--- src/rtl/pll_rst_gen.sv ---
// rtl/pll_rst_gen.sv - PLL lock synchroniser and reset sequencer; optional loss counter under LOCK_LOSS_CNT_EN
module pll_rst_gen #(
    parameter int SYNC_STAGES   = 2,
    parameter int STABLE_CYCLES = 1000,
    parameter int HOLD_CYCLES   = 16,
    parameter int CNT_W         = 8
) (
    input  logic             sys_clk,
    input  logic             sys_rst,
    input  logic             locked,
    input  logic             clr_err,
    output logic             rst_out,
    output logic             ready,
    output logic             lock_err,
    output logic [CNT_W-1:0] loss_cnt
);

    localparam int MAX_CYC = (STABLE_CYCLES > HOLD_CYCLES) ? STABLE_CYCLES : HOLD_CYCLES;
    localparam int CW      = $clog2(MAX_CYC) + 1;

    localparam logic [CW-1:0] STABLE_LAST = CW'(STABLE_CYCLES - 1);
    localparam logic [CW-1:0] HOLD_LAST   = CW'(HOLD_CYCLES - 1);

    localparam logic [1:0] S_WAIT_LOCK = 2'd0;
    localparam logic [1:0] S_STABLE    = 2'd1;
    localparam logic [1:0] S_HOLD      = 2'd2;
    localparam logic [1:0] S_RUN       = 2'd3;

    logic [SYNC_STAGES-1:0] sync_q, sync_d;
    logic [1:0]             state_q, state_d;
    logic [CW-1:0]          cnt_q, cnt_d;
    logic                   rst_out_q, rst_out_d;
    logic                   ready_q, ready_d;
    logic                   lock_err_q, lock_err_d;
    logic                   locked_s;
    logic                   loss_evt;

    assign locked_s = sync_q[SYNC_STAGES-1];

    // Shift the raw lock flag into the synchroniser chain
    always_comb begin
        sync_d = {sync_q[SYNC_STAGES-2:0], locked};
    end

    // Sequencer: any low on locked_s before RUN silently restarts; a low in RUN is a loss event
    always_comb begin
        state_d  = state_q;
        cnt_d    = cnt_q;
        loss_evt = 1'b0;
        case (state_q)
            S_WAIT_LOCK: begin
                if (locked_s) state_d = S_STABLE;
            end
            S_STABLE: begin
                if (!locked_s)                state_d = S_WAIT_LOCK;
                else if (cnt_q == STABLE_LAST) state_d = S_HOLD;
                else                          cnt_d   = cnt_q + CW'(1);
            end
            S_HOLD: begin
                if (!locked_s)              state_d = S_WAIT_LOCK;
                else if (cnt_q == HOLD_LAST) state_d = S_RUN;
                else                        cnt_d   = cnt_q + CW'(1);
            end
            S_RUN: begin
                if (!locked_s) begin
                    state_d  = S_WAIT_LOCK;
                    loss_evt = 1'b1;
                end
            end
            default: state_d = S_WAIT_LOCK;
        endcase
        // The shared counter always starts from zero in the state just entered
        if (state_d != state_q) cnt_d = '0;
    end

    // Outputs follow the next state so they move on the same edge as the FSM
    always_comb begin
        rst_out_d = (state_d != S_RUN);
        ready_d   = (state_d == S_RUN);
        // A loss on the same edge as clr_err must not be lost
        if (loss_evt)     lock_err_d = 1'b1;
        else if (clr_err) lock_err_d = 1'b0;
        else              lock_err_d = lock_err_q;
    end

    // State registers with asynchronous reset to the held-in-reset condition
    always_ff @(posedge sys_clk or posedge sys_rst) begin
        if (sys_rst) begin
            sync_q     <= '0;
            state_q    <= S_WAIT_LOCK;
            cnt_q      <= '0;
            rst_out_q  <= 1'b1;
            ready_q    <= 1'b0;
            lock_err_q <= 1'b0;
        end else begin
            sync_q     <= sync_d;
            state_q    <= state_d;
            cnt_q      <= cnt_d;
            rst_out_q  <= rst_out_d;
            ready_q    <= ready_d;
            lock_err_q <= lock_err_d;
        end
    end

    assign rst_out  = rst_out_q;
    assign ready    = ready_q;
    assign lock_err = lock_err_q;

`ifdef LOCK_LOSS_CNT_EN
    logic [CNT_W-1:0] loss_q, loss_d;

    // Saturating count of RUN exits; only sys_rst clears it
    always_comb begin
        loss_d = loss_q;
        if (loss_evt && (loss_q != {CNT_W{1'b1}})) loss_d = loss_q + CNT_W'(1);
    end

    // Loss counter register
    always_ff @(posedge sys_clk or posedge sys_rst) begin
        if (sys_rst) loss_q <= '0;
        else         loss_q <= loss_d;
    end

    assign loss_cnt = loss_q;
`else
    assign loss_cnt = '0;
`endif

endmodule

--- config.mk ---
export PLATFORM = sky130hd
export DESIGN_NAME = pll_rst_gen
export DESIGN_NICKNAME = d
export VERILOG_FILES = /design/src/rtl/pll_rst_gen.sv
export SDC_FILE = /design/constraint.sdc
export NUM_CORES = 1
export LEC_CHECK = 0
export ABC_CLOCK_PERIOD_IN_PS = 2600
export BUFFER_PORTS_ARGS = -buffer_cell sky130_fd_sc_hd__buf_4
export CAP_MARGIN = 20
export CORE_MARGIN = 2
export CORE_UTILIZATION = 50
export CTS_CLUSTER_SIZE = 25
export DETAILED_ROUTE_END_ITERATION = 10
export MAX_ROUTING_LAYER = met4
export PLACE_DENSITY = 0.71
export SLEW_MARGIN = 20
export SYNTH_ARGS = -nofsm -noshare
export SYNTH_HDL_FRONTEND = slang
export SYNTH_SLANG_ARGS = --single-unit
export TNS_END_PERCENT = 30
--- constraint.sdc ---
create_clock -name sys_clk -period 2.6 [get_ports sys_clk]
set_clock_uncertainty 0.2 [all_clocks]
set_input_delay 0.39 -clock sys_clk [delete_from_list [all_inputs] [get_ports sys_clk]]
set_output_delay 0.39 -clock sys_clk [all_outputs]
set_load 0.02 [all_outputs]
==> results of run 1 <==
critical path, cell delays in order, from the launching register on:
cell	delay (ps)
dfrtp_1	400
ha_1	240
nand2_1	110
or4_4	540
a22oi_4	310
mux2i_1	270
nor2_2	40
registers in the layout, summed over array words and instances, names as in the netlist:
signal	cells
cnt_q	11
lock_err	1
ready	1
rst_out	1
state_q	2
sync_q	2
per-layer routing:
metal / vias to the layer above / global-route usage / part of all wire
li1: 352 / - / -
met1: 337 / 0.227 / 0.48
met2: 15 / 0.269 / 0.48
met3: 2 / 0.0184 / 0.028
met4: 0 / 0.0429 / 0.0034
met5: - / - / 0
cells by family (layout without fill, tap and decap cells):
group | after synthesis | after routing | share of synthesized area
AO/OA/AOI/OAI | 16 | 16 | 0.143
XOR/XNOR | 7 | 7 | 0.0610
other | 1 | 8 | 0.00373
adder cells (fa/ha/maj) | 1 | 1 | 0.0125
multiplexers | 1 | 1 | 0.00996
flip-flops | 18 | 18 | 0.450
buffers and inverters | 16 | 18 | 0.0971
AND/OR/NAND/NOR | 41 | 41 | 0.223
synthesized netlist by cell type, drive strengths merged, types with 2 or more instances:
cell type	count	area (µm²)
nor4	3	18.8
inv	5	18.8
nor2	12	47.6
xor2	3	26.3
dfrtp	17	425
nand3	3	20.0
nand2	8	30.0
nor2b	2	12.5
a31oi	2	12.5
o21ai	2	10.0
buf	10	75.1
xnor2	4	35.0
nor3	5	25.0
power groups by stage:
stage / Clock [mW] / Combinational [mW] / Sequential, mW
floorplan: 0 / 0.0440 / 0.292
global placement: 0 / 0.0415 / 0.295
detailed placement: 0 / 0.0421 / 0.295
CTS: 0.146 / 0.0422 / 0.289
global route: 0.160 / 0.0475 / 0.290
finish: 0.147 / 0.0430 / 0.289
stage by stage:
stage / std cells / cell area (µm²) / setup WS, ps
finish: 137 / 1080 / 371
global route: 137 / 1080 / 283
CTS: 136 / 1070 / 380
detailed placement: 132 / 1050 / 402
global placement: 132 / 1050 / 462
floorplan: 108 / 1030 / 525
layout make-up:
cell class	count	share of cell area
clock buffer	4	0.0243
inverter	5	0.0173
multi-input combinational	74	0.445
sequential	18	0.417
tap	27	0.0312
timing repair buffer	9	0.0647
final timing paths:
check                        endpoint  slack (ps)  depth (start not counted)
hold reg to reg             sync_q[1]         160                          0
min in group sys_clk         lock_err          80                          2
max in group asynchronous  state_q[1]        1780                          2
setup reg to reg             cnt_q[1]         370                          6
hold / removal               cnt_q[0]         -10                          2
setup / recovery             cnt_q[1]         370                          6
==> results.json, run 1 <==
{
  "pwr-share-clk": 0.307,
  "ys_types": 40,
  "p_per_area_nw_per_um2": 443,
  "async_reset_ff_frac": 1.00,
  "worstMarginPinSlew_ps": 673,
  "ff_latch_area_um2": 452,
  "ant_nets": 0,
  "setup_tns_ps": 0,
  "pwr-share-seq": 0.603,
  "synth.avg_cell_area_um2": 9.95,
  "status": "complete, but fails checks",
  "ys_seq_elements": 18,
  "cts_tree": "built",
  "fp-row-count": 16,
  "drive_above_1_share": 0.182,
  "fin_util": 0.563,
  "synth-edff-count": 0,
  "drt-wirelength-per-cell_um": 12.9,
  "hold_buffers": 0,
  "yosys_warnings": 0,
  "drt_iter0_drc": 21,
  "fill_cells": 182,
  "final_max_slew_viol_count": 0,
  "core_area_um2": 1920,
  "grt_pass1_wl_um": 3010,
  "drtPass1Iterations": 4,
  "arrival_ps": 2200,
  "crit_required_ps": 2570,
  "grt_pass1_vias": 667,
  "crit_type": "flop to flop",
  "p_leak_nw": 0.473,
  "ioPinCount": 15,
  "ys.flop_type": "dfrtp_1",
  "clock_path_buffers": 2,
  "cts_setup_buffers": 0,
  "rsz0062_at_grt": "no",
  "hpwlAfterDp_um": 1310,
  "max_freq_ghz": 0.449,
  "p_total_uw": 480,
  "power_frac_comb": 0.090,
  "p_int_uw": 357,
  "die_h_um": 48.8,
  "finalCritPeriodShare": 0.857,
  "rr_startpoint": "cnt_q[0]",
  "clockRootBuffer": "clkbuf_4",
  "ctsResizeCount": 0,
  "gp_congestion": 0.782,
  "syn_area_um2": 1000,
  "syn_to_final_growth_pct": 7.72,
  "clk_latency_ps": 290,
  "finalSetupViolCount": 0,
  "maxCapViolations": 0,
  "cts_made_buffers": 3,
  "holdWs_ps": -11.0,
  "num_antenna_cells": 0,
  "hold_viol": 17,
  "layout_common_cells": "dfrtp_1, nor2_1, nand2_1, conb_1, buf_4",
  "synth_cells": 101,
  "grt_max_degree": 19,
  "cts_max_level": 1,
  "vdd_drop_max_v": 0.000330,
  "end_kind": "flop",
  "period_minus_slack_ps": 2230,
  "failed_checks": "hold timing",
  "cp_max_fo": 8,
  "vias": 706,
  "track_usage": 0.167,
  "start_util": 0.523,
  "drt_wl_total_um": 1770,
  "final_common_cell": "dfrtp_1",
  "die_width_um": 48.8,
  "clkSinkCount": 18,
  "numPortBuffers": 6,
  "p_switching_uw": 123,
  "multi_input_area_um2": 482,
  "nets": 116,
  "swShare": 0.255,
  "hp-class": "input pin to asynchronous set/reset pin",
  "path_clk_slew_ps": 110,
  "viasPerCell": 5.15,
  "drc_errors": 0,
  "dieArea_um2": 2380,
  "crit_path_start": "cnt_q[0]",
  "start_kind": "flop",
  "yosysSeqAreaShare": 0.450,
  "grt_overflow": 0,
  "slew_headroom": 0.551,
  "antenna_found_initial": 0
}
Power figures use the tool's default switching activity.
==> run 2: changes to the inputs <==
--- a/config.mk
+++ b/config.mk
@@ -5,15 +5,15 @@
 export SDC_FILE = /design/constraint.sdc
 export NUM_CORES = 1
 export LEC_CHECK = 0
-export ABC_CLOCK_PERIOD_IN_PS = 2600
+export ABC_CLOCK_PERIOD_IN_PS = 2000
 export BUFFER_PORTS_ARGS = -buffer_cell sky130_fd_sc_hd__buf_4
-export CAP_MARGIN = 20
+export CAP_MARGIN = 0
 export CORE_MARGIN = 2
-export CORE_UTILIZATION = 50
+export CORE_UTILIZATION = 49
 export CTS_CLUSTER_SIZE = 25
 export DETAILED_ROUTE_END_ITERATION = 10
 export MAX_ROUTING_LAYER = met4
-export PLACE_DENSITY = 0.71
+export PLACE_DENSITY_LB_ADDON = 0.08
 export SLEW_MARGIN = 20
 export SYNTH_ARGS = -nofsm -noshare
 export SYNTH_HDL_FRONTEND = slang
==> constraint.sdc (replaced) <==
create_clock -name sys_clk -period 2 [get_ports sys_clk]
set_clock_uncertainty 0.2 [all_clocks]
set_input_delay 0.3 -clock sys_clk [delete_from_list [all_inputs] [get_ports sys_clk]]
set_output_delay 0.3 -clock sys_clk [all_outputs]
set_load 0.02 [all_outputs]
==> results.json, run 2 (synthesis gave the netlist of run 1 again) <==
{
  "nets": 134,
  "cts_max_level": 1,
  "final_common_cell": "buf_4",
  "use_met1": 0.250,
  "die_width_um": 49.3,
  "start_kind": "flop",
  "grt_pass1_wl_um": 3350,
  "holdWs_ps": 174,
  "drive_above_1_share": 0.328,
  "grt_overflow": 0,
  "p_int_uw": 512,
  "cpMaxStageDelayCell": "or4_4",
  "failed_checks": "setup timing",
  "vdd_drop_max_v": 0.000382,
  "crit_cells": 7,
  "end_kind": "flop",
  "swShare": 0.242,
  "max_stage_delay_ps": 450,
  "layout_common_cells": "buf_4, dfrtp_1, nor2_1",
  "max_freq_ghz": 0.499,
  "drt_iter0_drc": 21,
  "fin_util": 0.656,
  "finalSetupViolCount": 2,
  "p_leak_nw": 0.575,
  "rsz0062_at_grt": "yes",
  "final_max_slew_viol_count": 0,
  "finalCritPeriodShare": 1.00,
  "numPortBuffers": 6,
  "cts_tree": "built",
  "pwr-share-clk": 0.333,
  "largest_register": "cnt_q",
  "drtPass1Iterations": 4,
  "start_util": 0.517,
  "dieArea_um2": 2430,
  "clockRootBuffer": "clkbuf_4",
  "setup_slack_ps": -2.58,
  "met2_usage": 0.286,
  "power_frac_comb": 0.113,
  "hp-start": "sync_q[0]",
  "core_area_um2": 1940,
  "maxCapViolations": 0,
  "track_usage": 0.187,
  "ant_nets": 0,
  "p_switching_uw": 163,
  "period_minus_slack_ps": 2000,
  "crit_path_start": "cnt_q[0]",
  "crit_type": "flop to flop",
  "syn_to_final_growth_pct": 26.8,
  "cp_max_fo": 7,
  "pwr-share-seq": 0.554,
  "num_antenna_cells": 0,
  "arrival_ps": 2010,
  "holdPathStages": 0,
  "rr_startpoint": "cnt_q[0]",
  "antenna_found_initial": 0,
  "fp-row-count": 16,
  "postPlaceCellArea_um2": 1150,
  "drt-wirelength-per-cell_um": 12.4,
  "worstMarginPinSlew_ps": 676,
  "crit_buf_inv": 1,
  "clk_latency_ps": 290,
  "largest_reg_flops": 11,
  "ioPinCount": 15,
  "grt_pass1_vias": 759,
  "cts_made_buffers": 3,
  "hold_viol": 0,
  "path_clk_slew_ps": 100,
  "reg_top3": "cnt_q: 11 flops, state_q: 2 flops, sync_q: 2 flops",
  "viasPerCell": 5.11,
  "final_area_um2": 1270,
  "gp_congestion": 0.797,
  "path_delay_family": "simple AND/OR/NAND/NOR gates",
  "status": "complete, but fails checks",
  "grt_max_degree": 19,
  "vias": 792,
  "p_per_area_nw_per_um2": 530,
  "r2r_cells": 7,
  "drt_wl_total_um": 1930,
  "grt_use_met3": 0.0184,
  "hp-class": "flop to flop",
  "setup_tns_ps": -4.60,
  "path_cells": "ha_2, nand2_1, or4_4, a22oi_4, buf_6, o211ai_1, o31ai_1",
  "die_h_um": 49.3,
  "crit_required_ps": 2000,
  "drc_errors": 0,
  "clkSinkCount": 18,
  "hpwlAfterDp_um": 1440,
  "grt-busiest-layer": "met2",
  "slew_headroom": 0.549,
  "clock_path_buffers": 2
}
## run 2: metrics by stage
step | total power, mW | instances | setup slack [ps]
after CTS | 0.686 | 155 | -23.1
final | 0.675 | 155 | -2.58
after global routing | 0.712 | 155 | -115
after floorplan | 0.438 | 108 | -3.94
after global placement | 0.450 | 145 | -49.4
after detailed placement | 0.451 | 145 | -44.5
## run 2: power groups by stage
| stage | combinational (mW) | clock (mW) | sequential, mW |
|---|---|---|---|
| after CTS | 0.0766 | 0.236 | 0.374 |
| after detailed placement | 0.0704 | 0 | 0.381 |
| final | 0.0765 | 0.225 | 0.374 |
| after global placement | 0.0697 | 0 | 0.381 |
| after global routing | 0.0845 | 0.253 | 0.375 |
| after floorplan | 0.0577 | 0 | 0.380 |
## run 2: layer usage
| layer | vias up | share of wire |
|---|---|---|
| met4 | 0 | 0.0073 |
| met2 | 13 | 0.50 |
| li1 | 390 | - |
| met5 | - | 0 |
| met1 | 387 | 0.47 |
| met3 | 2 | 0.021 |
## run 2: path summary, 6_finish.rpt
check,slack [ps],endpoint
hold reg to reg,170,sync_q[1]
setup reg to reg,-3,cnt_q[4]
setup / recovery,-3,cnt_q[4]
max in group asynchronous,710,cnt_q[8]
min in group asynchronous,460,sync_q[0]
hold / removal,170,sync_q[1]
## run 2: timing repair
item	CTS	global route
resized for setup	5	0
hold buffers	3	0
endpoints found under the setup margin	11	11
cloned	0	0
hold endpoints to repair	19	0
setup buffers	3	0
pin swaps	3	2
## run 2: worst reg2reg max path, stage by stage, from the launching register on
cell	delay (ps)
dfrtp_1	370
ha_2	200
nand2_1	110
or4_4	450
a22oi_4	290
buf_6	140
o211ai_1	70
o31ai_1	90
## run 2: layout make-up
class / count / area (µm²)
well taps: 27 / 33.8
multi-input cells: 74 / 519
fillers: 165 / 668
clock buffers: 4 / 36.3
inverters: 5 / 18.8
flip-flops and latches: 18 / 452
repair buffers: 27 / 214
